`src/rtl/pio_input_debouncer_if.sv`:
```
// Pin-side bundle for pio_input_debouncer: raw asynchronous levels in, clean levels and events out.
// The debouncer takes the slave modport; whatever drives the pins and reads the results takes master.
interface pio_input_debouncer_if #(
    parameter int unsigned WIDTH = 2
);
    logic [WIDTH-1:0] raw_in;
    logic [WIDTH-1:0] clean_out;
    logic [WIDTH-1:0] busy;
    logic [WIDTH-1:0] rise_pulse;
    logic [WIDTH-1:0] fall_pulse;

    modport master (
        output raw_in,
        input  clean_out,
        input  busy,
        input  rise_pulse,
        input  fall_pulse
    );

    modport slave (
        input  raw_in,
        output clean_out,
        output busy,
        output rise_pulse,
        output fall_pulse
    );
endinterface

```
`src/rtl/pio_input_debouncer.sv`:
```
// Per-channel synchronizer plus counter debounce filter feeding the Nios PIO in_port.
// Define PIO_DEBOUNCE_EDGE_OUT_EN to build the registered rise/fall pulse outputs.
module pio_input_debouncer #(
    parameter int unsigned      WIDTH           = 2,
    parameter int unsigned      SYNC_STAGES     = 2,     // legal range 2..4
    parameter int unsigned      DEBOUNCE_CYCLES = 50000, // legal range 1..2^20
    parameter logic [WIDTH-1:0] RESET_VAL       = '0
) (
    input logic                  clk,
    input logic                  reset,
    pio_input_debouncer_if.slave pio
);

    localparam int unsigned CW = $clog2(DEBOUNCE_CYCLES + 1);
    localparam logic [CW-1:0] DebLimit = CW'(DEBOUNCE_CYCLES);

    typedef enum logic {StStable, StPending} state_e;

    logic [WIDTH-1:0] sync_q [SYNC_STAGES];
    logic [WIDTH-1:0] sync;
    state_e           state_q [WIDTH];
    state_e           state_d [WIDTH];
    logic [CW-1:0]    cnt_q [WIDTH];
    logic [CW-1:0]    cnt_d [WIDTH];
    logic [WIDTH-1:0] clean_q;
    logic [WIDTH-1:0] clean_d;
    logic [WIDTH-1:0] busy;

    always_ff @(posedge clk or posedge reset) begin
        if (reset) begin
            for (int k = 0; k < SYNC_STAGES; k++) begin
                sync_q[k] <= RESET_VAL;
            end
        end else begin
            sync_q[0] <= pio.raw_in;
            for (int k = 1; k < SYNC_STAGES; k++) begin
                sync_q[k] <= sync_q[k-1];
            end
        end
    end

    assign sync = sync_q[SYNC_STAGES-1];

    always_ff @(posedge clk or posedge reset) begin
        if (reset) begin
            for (int i = 0; i < WIDTH; i++) begin
                state_q[i] <= StStable;
                cnt_q[i]   <= '0;
            end
            clean_q <= RESET_VAL;
        end else begin
            for (int i = 0; i < WIDTH; i++) begin
                state_q[i] <= state_d[i];
                cnt_q[i]   <= cnt_d[i];
            end
            clean_q <= clean_d;
        end
    end

    always_comb begin
        state_d = state_q;
        cnt_d   = cnt_q;
        clean_d = clean_q;
        busy    = '0;
        for (int i = 0; i < WIDTH; i++) begin
            busy[i] = (state_q[i] == StPending);
            unique case (state_q[i])
                StStable: begin
                    if (sync[i] != clean_q[i]) begin
                        // A one-cycle filter accepts the new level on the first differing edge.
                        if (DEBOUNCE_CYCLES == 1) begin
                            clean_d[i] = sync[i];
                        end else begin
                            state_d[i] = StPending;
                            cnt_d[i]   = CW'(1);
                        end
                    end
                end
                StPending: begin
                    if (sync[i] == clean_q[i]) begin
                        state_d[i] = StStable;
                        cnt_d[i]   = '0;
                    end else if (cnt_q[i] + CW'(1) == DebLimit) begin
                        clean_d[i] = sync[i];
                        state_d[i] = StStable;
                        cnt_d[i]   = '0;
                    end else begin
                        cnt_d[i] = cnt_q[i] + CW'(1);
                    end
                end
                default: begin
                    state_d[i] = StStable;
                    cnt_d[i]   = '0;
                end
            endcase
        end
    end

    assign pio.clean_out = clean_q;
    assign pio.busy      = busy;

`ifdef PIO_DEBOUNCE_EDGE_OUT_EN
    logic [WIDTH-1:0] rise_q;
    logic [WIDTH-1:0] fall_q;

    // Pulses are registered from the same next-state as clean_q so they line up with it.
    always_ff @(posedge clk or posedge reset) begin
        if (reset) begin
            rise_q <= '0;
            fall_q <= '0;
        end else begin
            rise_q <= clean_d & ~clean_q;
            fall_q <= ~clean_d & clean_q;
        end
    end

    assign pio.rise_pulse = rise_q;
    assign pio.fall_pulse = fall_q;
`else
    assign pio.rise_pulse = '0;
    assign pio.fall_pulse = '0;
`endif

endmodule

```
`src/flat_wrapper.sv`:
```
// flat-port wrapper written by rule: the top's interface ports become plain ports
module pio_input_debouncer_flat 
#(
    parameter int unsigned      WIDTH           = 2,
    parameter int unsigned      SYNC_STAGES     = 2,                        
    parameter int unsigned      DEBOUNCE_CYCLES = 50000,                       
    parameter logic [WIDTH-1:0] RESET_VAL       = '0
)
  (clk, reset, pio_raw_in, pio_clean_out, pio_busy, pio_rise_pulse, pio_fall_pulse);
  pio_input_debouncer_if #(.WIDTH(WIDTH)) pio_i ();
  input logic clk;
  input logic reset;
  input wire logic [$bits(pio_i.raw_in)-1:0] pio_raw_in;
  output wire logic [$bits(pio_i.clean_out)-1:0] pio_clean_out;
  output wire logic [$bits(pio_i.busy)-1:0] pio_busy;
  output wire logic [$bits(pio_i.rise_pulse)-1:0] pio_rise_pulse;
  output wire logic [$bits(pio_i.fall_pulse)-1:0] pio_fall_pulse;
  assign pio_i.raw_in = pio_raw_in;
  assign pio_clean_out = pio_i.clean_out;
  assign pio_busy = pio_i.busy;
  assign pio_rise_pulse = pio_i.rise_pulse;
  assign pio_fall_pulse = pio_i.fall_pulse;
  pio_input_debouncer #(.WIDTH(WIDTH), .SYNC_STAGES(SYNC_STAGES), .DEBOUNCE_CYCLES(DEBOUNCE_CYCLES), .RESET_VAL(RESET_VAL)) u_core (.clk(clk), .reset(reset), .pio(pio_i));
endmodule
```
`config.mk`:
```
export PLATFORM = sky130hd
export DESIGN_NAME = pio_input_debouncer_flat
export DESIGN_NICKNAME = d
export VERILOG_FILES = /design/src/rtl/pio_input_debouncer_if.sv /design/src/rtl/pio_input_debouncer.sv /design/src/flat_wrapper.sv
export SDC_FILE = /design/constraint.sdc
export NUM_CORES = 1
export LEC_CHECK = 0
export BUFFER_PORTS_ARGS = -buffer_cell sky130_fd_sc_hd__clkbuf_2
export CORE_MARGIN = 4
export CORE_UTILIZATION = 56
export CTS_CLUSTER_SIZE = 20
export DETAILED_ROUTE_END_ITERATION = 16
export HOLD_SLACK_MARGIN = 0.12
export PLACE_DENSITY = 0.83
export SETUP_SLACK_MARGIN = 0.05
export SLEW_MARGIN = 10
export SYNTH_ARGS = -nofsm -noshare
export SYNTH_HDL_FRONTEND = slang
export SYNTH_SLANG_ARGS = --single-unit
```
`constraint.sdc`:
```
create_clock -name clk -period 2.32 [get_ports clk]
set_input_delay 0.232 -clock clk [delete_from_list [all_inputs] [get_ports clk]]
set_output_delay 0.232 -clock clk [all_outputs]
set_load 0.05 [all_outputs]
```
==> results of run 1 <==
## cell type report
| class | count | area [um2] |
|---|---|---|
| clock buffers | 5 | 68.8 |
| clock inverters | 3 | 46.3 |
| fillers | 311 | 1420 |
| inverters | 5 | 18.8 |
| multi-input cells | 238 | 1580 |
| flip-flops and latches | 40 | 1010 |
| well taps | 52 | 65.1 |
| repair buffers | 36 | 268 |
## timing repair
action / CTS / global route
setup endpoints to repair: 4 / 12
setup buffers: 0 / 7
gates resized for setup: 2 / 29
hold buffers: 3 / 0
endpoints found under the hold margin: 42 / 0
pin swaps: 0 / 8
## sequential cells by signal (all words and copies together) (netlist names)
| name | flops |
|---|---|
| u_core.cnt_q | 32 |
| u_core.sync | 2 |
| u_core.pio.busy | 2 |
| u_core.sync_q | 2 |
| u_core.pio.clean_out | 2 |
## cell families after synthesis
logic type	Yosys count	synth area share, %
and+or+nand+nor	144	30.0
buffers and inverters	31	6.76
adders and majority gates	2	0.945
other	1	0.142
AOI/OAI and AO/OA	76	19.8
muxes	5	2.17
xor gates and xnor gates	7	2.31
DFF	40	37.8
## worst max-delay path by stage
stage / startpoint / depth (start not counted) / slack, ns / endpoint
floorplan: u_core.cnt_q[16]$_DFFE_PP0P_ / 7 / 0.05 / u_core.pio.clean_out[0]$_DFFE_PP0P_
global placement: u_core.cnt_q[0]$_DFFE_PP0P_ / 7 / 0.05 / u_core.pio.clean_out[1]$_DFFE_PP0P_
detailed placement: u_core.cnt_q[0]$_DFFE_PP0P_ / 7 / -0.03 / u_core.pio.clean_out[1]$_DFFE_PP0P_
CTS: u_core.cnt_q[16]$_DFFE_PP0P_ / 8 / 0.05 / u_core.cnt_q[22]$_DFFE_PP0P_
global route: u_core.cnt_q[17]$_DFFE_PP0P_ / 8 / -0.07 / u_core.cnt_q[22]$_DFFE_PP0P_
finish: u_core.cnt_q[16]$_DFFE_PP0P_ / 8 / 0.06 / u_core.cnt_q[22]$_DFFE_PP0P_
## synthesized netlist by cell type, types with 3 or more instances
master / count / share of area (%)
a211o_1: 3 / 0.99
a21oi_1: 12 / 2.3
a22o_1: 3 / 0.99
a31oi_1: 3 / 0.71
and2_1: 7 / 1.7
and3_1: 10 / 2.4
and4_1: 4 / 1.3
buf_2: 4 / 0.76
buf_4: 8 / 2.3
clkbuf_1: 11 / 1.6
dfrtp_1: 40 / 38
inv_1: 5 / 0.71
nand2_1: 44 / 6.2
nand3_1: 14 / 2.6
nand3b_1: 3 / 0.85
nand4_1: 12 / 2.8
nor2_1: 16 / 2.3
nor2b_1: 3 / 0.71
nor3_1: 6 / 1.1
nor3b_1: 3 / 0.85
nor4_1: 3 / 0.71
o211ai_1: 3 / 0.85
o21ai_0: 23 / 4.3
o31ai_1: 9 / 2.6
o41ai_1: 4 / 1.3
or2_2: 3 / 0.71
xnor2_1: 3 / 0.99
xor2_1: 4 / 1.3
## routing by layer
metal | up-vias | GRT usage (%)
li1 | 1159 | -
met1 | 1189 | 31.7
met2 | 151 | 33.4
met3 | 16 | 4.80
met4 | 0 | 7.07
met5 | - | 0
## metrics by stage
step                      std cells  worst slack, ns  area [um2]  total power, uW  TNS [ns]
final                           379           0.0621        3060             1520         0
after global routing            379          -0.0651        3060             1580    -0.101
after CTS                       372           0.0541        2920             1490         0
after detailed placement        361          -0.0273        2750              884   -0.0273
after global placement          361           0.0529        2750              879         0
after floorplan                 309           0.0512        2670              848         0
## power groups by stage
stage	Combinational [uW]	Clock, uW	Sequential, uW
2_1_floorplan	97.8	0	751
6_report	172	610	741
3_3_place_gp	133	0	747
3_5_place_dp	135	0	749
4_1_cts	143	613	738
5_1_grt	186	653	744
==> impl_metrics.py, run 1 <==
metrics = {
    "run_status": {
        "status": "finished, final reports clean",
    },
    "final_layout": {
        "n_antenna_cell": 0,
        "finalNetCount": 332,
        "syn2layout_area_growth_pct": 15.4,
        "drive_above_1_share_pct": 24.8,
        "finish.utilization_pct": 68.3,
        "layout_commonest_cell": "nand2_1",
        "final_cell_mix": "nand2_1, dfrtp_1, buf_4",
    },
    "critical_path": {
        "ff2ff_path_depth": 8,
        "worstPathRequired_ns": 2.51,
        "critical_path.max_fanout": 6,
        "r2r-start": "u_core.cnt_q[16]$_DFFE_PP0P_",
        "worst-setup-path-type": "reg -> reg",
        "critical_path_buf_inv_count": 2,
        "cp_slowest_stage_delay_ns": 0.40,
        "crit_chain": "buf_4 -> nand3_1 -> o21ai_1 -> nand4_1 -> a2111oi_4 -> buf_6 -> nor2_4 -> a311o_1",
        "reg2reg_to": "u_core.cnt_q[22]$_DFFE_PP0P_",
        "critPathSlowestCell": "dfrtp_1",
        "critPathCaptureType": "register",
        "r2r_setup_slack_ns": 0.06,
        "crit_path_start_kind": "register",
        "arrival_ns": 2.45,
        "crit_family": "compound AO/OA/AOI/OAI gates",
    },
    "place": {
        "hpwl_um": 4010,
        "gp_congestion": 0.944,
        "io_buffers": 7,
    },
    "timing": {
        "hold_slack_ns": 0.367,
        "grt_setup_unrepaired": "true",
        "tightest_slew_ns": 1.11,
        "final_hold_viol_count": 0,
        "max_freq_ghz": 0.443,
        "drv_slew": 0,
        "fin_crit_sh_pct": 97.3,
        "clock-skew-final_ns": 0.0181,
        "fin_crit_ns": 2.26,
        "maxSlewHeadroom_pct": 25.4,
        "finalSetupViolCount": 0,
    },
    "die": {
        "rows": 24,
        "core_um2": 4470,
        "dieArea_um2": 5890,
        "io_pins": 12,
        "initial_core_util_pct": 59.2,
        "die_h_um": 76.8,
        "die_width_um": 76.8,
    },
    "synth": {
        "synthArstFlopShare_pct": 100,
        "ys_warn_count": 0,
        "synth_cell_types": 62,
        "seq_area_frac_synth_pct": 37.8,
        "ys_seq_elements": 40,
        "synth_area_um2": 2650,
        "postSynthCellCount": 306,
        "ys.flop_type": "dfrtp_1",
        "synth_edf_count": 0,
        "avgSynthCellArea_um2": 8.66,
    },
    "cts": {
        "clockBufferDepth": 2,
        "cts_sinks": 40,
        "insertion_delay_ns": 0.31,
        "cts_tree": "built",
        "clk_pin_slew_ns": 0.09,
        "htreeDepth": 2,
        "cts_buffers": 5,
        "clock-root-buffer": "clkbuf_8",
    },
    "route": {
        "top_layer": "met4",
        "final_antenna_net_count": 0,
        "wl_met3_um": 631,
        "wl_met1_um": 2820,
        "num_vias": 2515,
        "wire_per_inst_um": 17.7,
        "route.met2.wl_um": 3180,
        "drc": 0,
        "drtIter0Drc": 345,
        "first_pass_iters": 8,
        "totalWireLength_um": 6730,
        "via_per_inst": 6.64,
    },
    "power_and_ir_drop": {
        "intPower_uw": 1100,
        "switching_power_uw": 423,
        "clkPwrFrac_pct": 40.0,
        "switching_share_pct": 27.8,
        "power_density_nw_per_um2": 498,
        "power.share.sequential_pct": 48.7,
        "peakVddDrop_mv": 0.533,
        "combPwrFrac_pct": 11.3,
        "leakage_uw": 0.00129,
    },
    "hold_path": {
        "min_path_type": "reg -> reg",
        "worstHoldEndpoint": "u_core.sync[0]$_DFF_PP0_",
        "hold_path_startpoint": "u_core.sync_q[2]$_DFF_PP0_",
        "min_path_cells": 0,
    },
    "grt": {
        "overflow": 0,
        "track_usage_pct": 22.2,
        "antenna_found_initial": 0,
        "grt_pass1_wl_um": 10700,
        "first_global_vias": 2250,
        "grt_max_degree": 41,
    },
    "job": {
        "max_cap_violations": 0,
    },
}
Power figures use the tool's default switching activity.
==> inputs of run 2 (changes only) <==
--- a/config.mk
+++ b/config.mk
@@ -7,11 +7,11 @@
 export LEC_CHECK = 0
 export BUFFER_PORTS_ARGS = -buffer_cell sky130_fd_sc_hd__clkbuf_2
 export CORE_MARGIN = 4
-export CORE_UTILIZATION = 56
+export CORE_UTILIZATION = 39
 export CTS_CLUSTER_SIZE = 20
 export DETAILED_ROUTE_END_ITERATION = 16
 export HOLD_SLACK_MARGIN = 0.12
-export PLACE_DENSITY = 0.83
+export PLACE_DENSITY = 0.64
 export SETUP_SLACK_MARGIN = 0.05
 export SLEW_MARGIN = 10
 export SYNTH_ARGS = -nofsm -noshare
==> run 2 against run 1 <==
Compared with the run above:
- non-clock buffer count up 2
- register-to-register slack worse by 0.02 ns
- via count down 6.7%
- power down 2.9%
- critical path depth up 1
- sequential share of layout area down 0.39 points
- count of clock-buffer cells in the layout unchanged
- maximum frequency down 0.75%
- design area up 0.70%
- first-iteration DRC count down 69%
- combinational power down 8%
- largest power group unchanged
==> impl_metrics.py, run 2 (synthesis results as in run 1) <==
metrics = {
    "power_and_ir_drop": {
        "switching_power_uw": 391,
        "switching_share_pct": 26.5,
        "p_total_uw": 1480,
        "clkPwrFrac_pct": 39.2,
        "intPower_uw": 1090,
        "power_density_nw_per_um2": 480,
        "combPwrFrac_pct": 10.7,
        "peakVddDrop_mv": 0.341,
        "power.share.sequential_pct": 50.1,
        "leakage_uw": 0.00129,
    },
    "hold_path": {
        "hold_path_startpoint": "u_core.sync_q[3]$_DFF_PP0_",
        "min_path_cells": 0,
        "min_path_type": "reg -> reg",
    },
    "route": {
        "wl_met3_um": 200,
        "first_pass_iters": 4,
        "drc": 0,
        "drtIter0Drc": 108,
        "wire_per_inst_um": 15.1,
        "via_per_inst": 5.78,
        "top_layer": "met4",
        "totalWireLength_um": 6120,
        "final_antenna_net_count": 0,
        "num_vias": 2347,
        "route.met2.wl_um": 2890,
        "wl_met1_um": 2950,
    },
    "critical_path": {
        "critical_path.max_fanout": 5,
        "critPathCaptureType": "register",
        "ff2ff_path_depth": 9,
        "startpoint": "u_core.cnt_q[17]$_DFFE_PP0P_",
        "r2r-start": "u_core.cnt_q[17]$_DFFE_PP0P_",
        "arrival_ns": 2.46,
        "worstPathRequired_ns": 2.50,
        "worst-setup-path-type": "reg -> reg",
        "crit_path_start_kind": "register",
    },
    "timing": {
        "drv_slew": 0,
        "clock-skew-final_ns": 0.00859,
        "fin_crit_ns": 2.27,
        "hold_slack_ns": 0.354,
        "setup_tns_ns": 0,
        "final_hold_viol_count": 0,
        "fin_crit_sh_pct": 98.1,
        "maxSlewHeadroom_pct": 32.7,
        "finalSetupViolCount": 0,
        "tightest_slew_ns": 1.01,
        "max_freq_ghz": 0.440,
        "grt_setup_unrepaired": "true",
    },
    "cts": {
        "insertion_delay_ns": 0.30,
        "cts_sinks": 40,
        "htreeDepth": 2,
        "clk_pin_slew_ns": 0.08,
        "cts_buffers": 5,
        "clockBufferDepth": 2,
        "clock-root-buffer": "clkbuf_8",
        "cts_tree": "built",
    },
    "place": {
        "io_buffers": 7,
        "hpwl_um": 4110,
        "placed_area_um2": 2810,
        "gp_congestion": 0.849,
    },
    "grt": {
        "track_usage_pct": 15.4,
        "grt_max_degree": 41,
        "overflow": 0,
        "grt_pass1_wl_um": 10500,
        "antenna_found_initial": 0,
        "first_global_vias": 2208,
    },
    "final_layout": {
        "largest_reg_flops": 32,
        "n_antenna_cell": 0,
        "regMostFlops": "u_core.cnt_q",
        "final_cell_mix": "nand2_1, dfrtp_1, buf_4",
        "drive_above_1_share_pct": 23.4,
        "finalInstanceArea_um2": 3080,
        "finish.utilization_pct": 47.7,
        "syn2layout_area_growth_pct": 16.2,
        "fill_cells": 623,
        "layout_commonest_cell": "nand2_1",
        "finalNetCount": 334,
    },
    "job": {
        "max_cap_violations": 0,
    },
    "die": {
        "rows": 29,
        "dieArea_um2": 8170,
        "die_width_um": 90.4,
        "die_h_um": 90.4,
        "core_um2": 6460,
        "io_pins": 12,
        "initial_core_util_pct": 41.0,
    },
    "run_status": {
        "status": "finished, final reports clean",
    },
}
[run 2: layout make-up]
| type | instances | area [um2] | share of cell area [%] |
|---|---|---|---|
| Clock buffer | 5 | 68.8 | 2.24 |
| Clock inverter | 3 | 42.5 | 1.38 |
| Multi-Input combinational cell | 238 | 1560 | 50.8 |
| Inverter | 5 | 18.8 | 0.610 |
| Timing Repair Buffer | 38 | 279 | 9.07 |
| Sequential cell | 40 | 1010 | 32.8 |
| Tap cell | 77 | 96.3 | 3.13 |
[run 2: worst paths after layout]
check | end | slack (ns)
setup / recovery | u_core.cnt_q[22]$_DFFE_PP0P_ | 0.05
hold / removal | u_core.sync[1]$_DFF_PP0_ | 0.35
setup reg to reg | u_core.cnt_q[22]$_DFFE_PP0P_ | 0.05
hold reg to reg | u_core.sync[1]$_DFF_PP0_ | 0.35
max in group asynchronous | u_core.cnt_q[8]$_DFFE_PP0P_ | 1.35
min in group asynchronous | u_core.pio.busy[0]$_DFF_PP0_ | 0.59
[run 2: layer usage]
metal	vias to the layer above	GRT usage, %
met5	-	0
met4	0	5.10
met3	8	4.17
met2	36	24.1
met1	1136	20.7
li1	1167	-
[run 2: stage by stage]
stage | setup slack (ns) | std cells
after floorplan | 0.0512 | 309
after global placement | 0.0293 | 390
after detailed placement | -0.0307 | 390
after CTS | 0.0542 | 401
after global routing | -0.0626 | 406
final | 0.0450 | 406
[run 2: critical path, stage by stage, from the launching register on]
cell	delay, ns
dfrtp_1	0.42
ha_4	0.19
buf_6	0.13
a211o_1	0.28
a21boi_1	0.14
mux2i_1	0.12
a2111oi_4	0.25
buf_4	0.20
nor2_4	0.03
a311o_1	0.37
[run 2: what timing repair did]
item | CTS | global route
setup buffers | 0 | 5
endpoints found under the hold margin | 42 | 0
endpoints found under the setup margin | 3 | 11
hold buffers | 3 | 0
pin swaps | 0 | 5
gates resized for setup | 2 | 22
[run 2: power groups by stage]
| stage | clock network [uW] | logic (uW) | registers (uW) |
|---|---|---|---|
| 2_1_floorplan | 0 | 97.8 | 751 |
| 3_3_place_gp | 0 | 135 | 749 |
| 3_5_place_dp | 0 | 135 | 750 |
| 4_1_cts | 597 | 143 | 739 |
| 5_1_grt | 631 | 176 | 744 |
| 6_report | 579 | 159 | 740 |
